--- config.mk ---
export PLATFORM = sky130hd
export DESIGN_NAME = wb_slave_regfile
export DESIGN_NICKNAME = d
export VERILOG_FILES = /design/src/rtl/wb_slave_regfile.sv
export SDC_FILE = /design/constraint.sdc
export NUM_CORES = 1
export LEC_CHECK = 0
export BUFFER_PORTS_ARGS = -buffer_cell sky130_fd_sc_hd__buf_2
export CORE_MARGIN = 4
export CORE_UTILIZATION = 40
export CTS_BUF_LIST = sky130_fd_sc_hd__clkbuf_4
export DETAILED_ROUTE_END_ITERATION = 6
export PLACE_DENSITY = 0.65
export SETUP_SLACK_MARGIN = 0.5
export SLEW_MARGIN = 20
export SYNTH_ARGS = -nofsm -noshare
export SYNTH_HDL_FRONTEND = slang
export SYNTH_SLANG_ARGS = --single-unit
--- constraint.sdc ---
create_clock -name clk -period 1.8 [get_ports clk]
set_input_delay 0.09 -clock clk [delete_from_list [all_inputs] [get_ports clk]]
set_output_delay 0.09 -clock clk [all_outputs]
set_load 0.02 [all_outputs]
--- src/rtl/wb_slave_regfile.sv ---
// Wishbone classic slave: word-addressed register array with byte-lane writes, read-only masking and range errors.
// Latency: ack_o/err_o rises WAIT_STATES+1 edges after the request edge and is high for exactly one cycle.
// Backpressure: the request is held off by withholding ack_o/err_o; dropping cyc_i/stb_i while waiting aborts it.
module wb_slave_regfile #(
    parameter int                    DATA_WIDTH   = 32,
    parameter int                    ADDR_WIDTH   = 32,
    parameter logic [ADDR_WIDTH-1:0] BASE_ADDRESS = '0,
    parameter int                    DATA_COUNT   = 16,
    parameter int                    WAIT_STATES  = 0,
    parameter logic [DATA_COUNT-1:0] RO_MASK      = '0
) (
    input  logic                    clk,
    input  logic                    rst,
    input  logic                    cyc_i,
    input  logic                    stb_i,
    input  logic                    we_i,
    input  logic [DATA_WIDTH/8-1:0] sel_i,
    input  logic [ADDR_WIDTH-1:0]   adr_i,
    input  logic [DATA_WIDTH-1:0]   dat_i,
    output logic [DATA_WIDTH-1:0]   dat_o,
    output logic                    ack_o,
    output logic                    err_o
);

    localparam int LANES = DATA_WIDTH / 8;
    localparam int IDX_W = (DATA_COUNT > 1) ? $clog2(DATA_COUNT) : 1;
    localparam int CW    = (WAIT_STATES > 0) ? $clog2(WAIT_STATES + 1) : 1;

    typedef enum logic [1:0] {
        S_IDLE = 2'd0,
        S_WAIT = 2'd1,
        S_RESP = 2'd2
    } state_t;

    state_t                  state;
    logic [CW-1:0]           cnt;
    logic                    req_we;
    logic [LANES-1:0]        req_sel;
    logic [DATA_WIDTH-1:0]   req_dat;
    logic [IDX_W-1:0]        req_idx;
    logic                    req_err;
    logic [DATA_WIDTH-1:0]   mem [DATA_COUNT];

    logic [ADDR_WIDTH-1:0]   offset;
    logic                    below_base;
    logic                    past_end;
    logic                    ro_hit;
    logic                    req_start;

    // Decode the live request: word offset from the base and the error conditions.
    // The read-only lookup only matters when the offset is in range; otherwise past_end already flags it.
    always_comb begin
        offset     = adr_i - BASE_ADDRESS;
        below_base = adr_i < BASE_ADDRESS;
        past_end   = offset >= ADDR_WIDTH'(DATA_COUNT);
        ro_hit     = 1'b0;
        if (!past_end) begin
            ro_hit = RO_MASK[offset[IDX_W-1:0]];
        end
        req_start  = cyc_i && stb_i;
    end

    // Transfer FSM: capture, optional wait countdown with abort, then a single response edge.
    always_ff @(posedge clk) begin
        if (rst) begin
            state   <= S_IDLE;
            cnt     <= '0;
            ack_o   <= 1'b0;
            err_o   <= 1'b0;
            dat_o   <= '0;
            req_we  <= 1'b0;
            req_sel <= '0;
            req_dat <= '0;
            req_idx <= '0;
            req_err <= 1'b0;
            for (int i = 0; i < DATA_COUNT; i++) begin
                mem[i] <= '0;
            end
        end else begin
            case (state)
                S_IDLE: begin
                    ack_o <= 1'b0;
                    err_o <= 1'b0;
                    if (req_start) begin
                        req_we  <= we_i;
                        req_sel <= sel_i;
                        req_dat <= dat_i;
                        req_idx <= offset[IDX_W-1:0];
                        req_err <= below_base || past_end || (we_i && ro_hit);
                        if (WAIT_STATES > 0) begin
                            cnt   <= CW'(WAIT_STATES);
                            state <= S_WAIT;
                        end else begin
                            state <= S_RESP;
                        end
                    end
                end
                S_WAIT: begin
                    // Master gave up: drop the request without touching the array or outputs.
                    if (!req_start) begin
                        state <= S_IDLE;
                    end else if (cnt == CW'(1)) begin
                        state <= S_RESP;
                    end else begin
                        cnt <= cnt - CW'(1);
                    end
                end
                S_RESP: begin
                    // Response edge: errors leave state untouched, writes merge enabled lanes only.
                    if (req_err) begin
                        err_o <= 1'b1;
                    end else begin
                        ack_o <= 1'b1;
                        if (req_we) begin
                            for (int b = 0; b < LANES; b++) begin
                                if (req_sel[b]) begin
                                    mem[req_idx][8*b +: 8] <= req_dat[8*b +: 8];
                                end
                            end
                        end else begin
                            dat_o <= mem[req_idx];
                        end
                    end
                    state <= S_IDLE;
                end
                default: begin
                    state <= S_IDLE;
                end
            endcase
        end
    end

endmodule
==> results.py <==
metrics = {
    "outcome": {
        "outcome": "completed",
    },
    "finish": {
        "final_cell_mix": "512 x and2_1, 512 x edfxtp_1, 254 x clkbuf_4",
        "fin_util_pct": 51.56,
        "nNetsFinal": 2508,
        "final.fill_count": 5553,
        "drive_above_1_share_pct": 30.27,
        "area_delta_synth_final_pct": 26.97,
    },
    "sta": {
        "tightest_slew_ps": 779.2,
        "hold_viol": 0,
        "clock_skew_ps": 40.01,
        "fin_tns_setup_ps": 0,
        "relSlewSlack_pct": 48.05,
        "timing.hold.ws_ps": 146.3,
        "fin_ws_ps": 29.76,
        "finalSetupViolCount": 0,
        "min_period_over_period_pct": 98.35,
        "rsz0062_at_grt": "true",
        "fmax_ghz": 0.5649,
        "slew_viol_final": 0,
        "min_period_ps": 1770,
    },
    "worst_setup_path": {
        "r2r_start": "req_err",
        "end_kind": "flip-flop",
        "cp_max_fo": 8,
        "arrival_ps": 2440,
        "rrSetupSlack_ps": 30,
        "reg2reg_depth": 5,
        "r2r_end": "mem[12][1]",
        "worstPathRequired_ps": 2470,
        "worstSetupPathType": "reg -> reg",
        "start_kind": "flip-flop",
    },
    "power_and_ir_drop": {
        "combPwrFrac_pct": 7.4,
        "seqPwrFrac_pct": 52.4,
        "p_sw_share_pct": 23.24,
        "internal-power_w": 0.02270,
        "ir_worst_vdd_v": 0.0004353,
        "total_power_w": 0.02958,
        "switching_power_w": 0.006873,
        "power_density_nw_per_um2": 886.6,
        "clockPowerShare_pct": 40.2,
        "power.leakage_nw": 12.18,
    },
    "cts": {
        "clkLatencyLatePin_ps": 1000,
        "clock_sinks": 589,
        "cts_tree": "yes",
        "path_clk_slew_ps": 70,
        "cts_buffer_depth": 3,
        "cts.htree.levels": 4,
        "cts_made_buffers": 151,
        "cts-root-buf": "clkbuf_4",
    },
    "die": {
        "die_area_um2": 69850,
        "dieWidth_um": 264.3,
        "ios": 107,
        "core_area_um2": 64700,
        "fp.dieH_um": 264.3,
        "start_util_pct": 40.61,
        "rows": 93,
    },
    "yosys": {
        "syn-instance-count": 1979,
        "yosys_warnings": 0,
        "syn_nets": 2052,
        "synth_edf_count": 512,
        "synth_top_flop_cell": "edfxtp_1",
        "synthesis.area_um2": 26270,
        "yosys_register_bits": 589,
        "syn_area_per_cell_um2": 13.28,
        "async_flop_share_pct": 0,
        "ys_types": 35,
        "ys_seq_area_share_pct": 64.39,
    },
    "grt": {
        "first_global_vias": 18510,
        "grt_remaining_overflow": 0,
        "grt_pass1_wl_um": 108200,
        "antenna_found_initial": 2,
        "grt.total_usage_pct": 20.17,
        "grt_max_degree": 141,
    },
    "routing": {
        "routedWlPerCell_um": 20.69,
        "route.detailed.drc": 0,
        "totalWireLength_um": 70830,
        "vias": 17680,
        "via_per_inst": 5.163,
        "firstDrtPassIters": 5,
        "drt_iter0_drc": 1202,
        "postRouteAntennaNets": 0,
    },
    "placed_design": {
        "port_buffers": 106,
        "gp_congestion": 0.8084,
        "place_hpwl_um": 43360,
        "pre_cts_ws_ps": -214.4,
    },
    "hold_path": {
        "min_path_type": "in -> reg",
        "hp-start": "adr_i[18]",
        "holdPathStages": 6,
        "whs_endpoint": "req_err",
    },
    "job": {
        "drv_cap": 0,
    },
}
## what timing repair did
action | CTS | global route
cloned | 5 | 2
hold buffers | 139 | 0
setup endpoints to repair | 1132 | 1132
resized for setup | 94 | 77
pin swaps | 8 | 17
setup buffers | 8 | 4
endpoints found under the hold margin | 77 | 0
## final cells by class
type	count	area, um2	area share (%)
Antenna cell	5	12.51	0.03751
Clock buffer	254	1907	5.716
Clock inverter	28	135.1	0.4051
Inverter	2	10.01	0.03001
Multi-Input combinational cell	1260	9427	28.26
Sequential cell	589	16940	50.78
Tap cell	855	1070	3.207
Timing Repair Buffer	431	3857	11.56
## flip-flops by register name (all words and copies together) (netlist names)
register,flops
req_err,1
ack_o,1
state,1
mem,512
err_o,1
req_we,1
req_idx,4
req_sel,4
dat_o,32
req_dat,32
## metrics by stage
step	cell area (um2)	instances
final	33360	3424
after global routing	33350	3422
after CTS	32990	3413
after detailed placement	29020	2979
after global placement	29020	2979
after floorplan	26590	1979
## logic make-up after synthesis
family	share of synthesized area, %
AOI/OAI and AO/OA	5.105
and+or+nand+nor	17.89
muxes	10.06
buffers and inverters	2.562
DFF	64.39
## power by group through the flow
stage          Clock [W]  Combinational (W)  Sequential (W)
2_1_floorplan          0            0.00106          0.0157
3_3_place_gp           0            0.00172          0.0158
3_5_place_dp           0            0.00176          0.0158
4_1_cts           0.0122            0.00210          0.0155
5_1_grt           0.0130            0.00234          0.0155
6_report          0.0119            0.00219          0.0155
## synth_stat cells (12+ instances only)
cell        n  area (um2)
a21oi_1    43       215.2
nor3_1     16       80.08
clkbuf_1   79       296.5
o22ai_1    64       400.4
nand2_1    94       352.8
buf_6      13       146.4
a311oi_1   32       280.3
a221oi_1   32       280.3
dfxtp_1    77        1541
buf_2      19       95.09
buf_4      12       90.09
and2_1    513        3209
o21ai_0    26       130.1
or2_2      67       419.2
edfxtp_1  512       15370
mux2i_1   192        1922
nor2_1    114       427.9
mux4_2     32       720.7
## layer usage
| metal | track usage [%] | up-vias | wire (um) |
|---|---|---|---|
| met2 | 34.29 | 579 | 35340 |
| met4 | 5.982 | 0 | 1745 |
| met1 | 25.79 | 8780 | 29760 |
| met5 | 0 | - | 0 |
| met3 | 4.806 | 126 | 3978 |
| li1 | - | 8192 | - |
## how the worst max path moves through the flow
stage / cells after the start / startpoint / slack, ps / to
floorplan: 6 / req_idx[1] / -10 / mem[13][16]
global route: 5 / req_err / -30 / mem[6][21]
detailed placement: 5 / req_idx[0] / -210 / mem[1][13]
global placement: 5 / req_idx[0] / -120 / mem[1][13]
finish: 5 / req_err / 30 / mem[12][1]
CTS: 5 / req_err / 9 / mem[12][20]
## worst max-delay path, cell delays in order, from the launching register on
cell	delay (ps)
dfxtp_2	320
and4bb_4	410
nand2_8	110
buf_12	180
nor3_4	200
or2_4	210
Power figures use the tool's default switching activity.
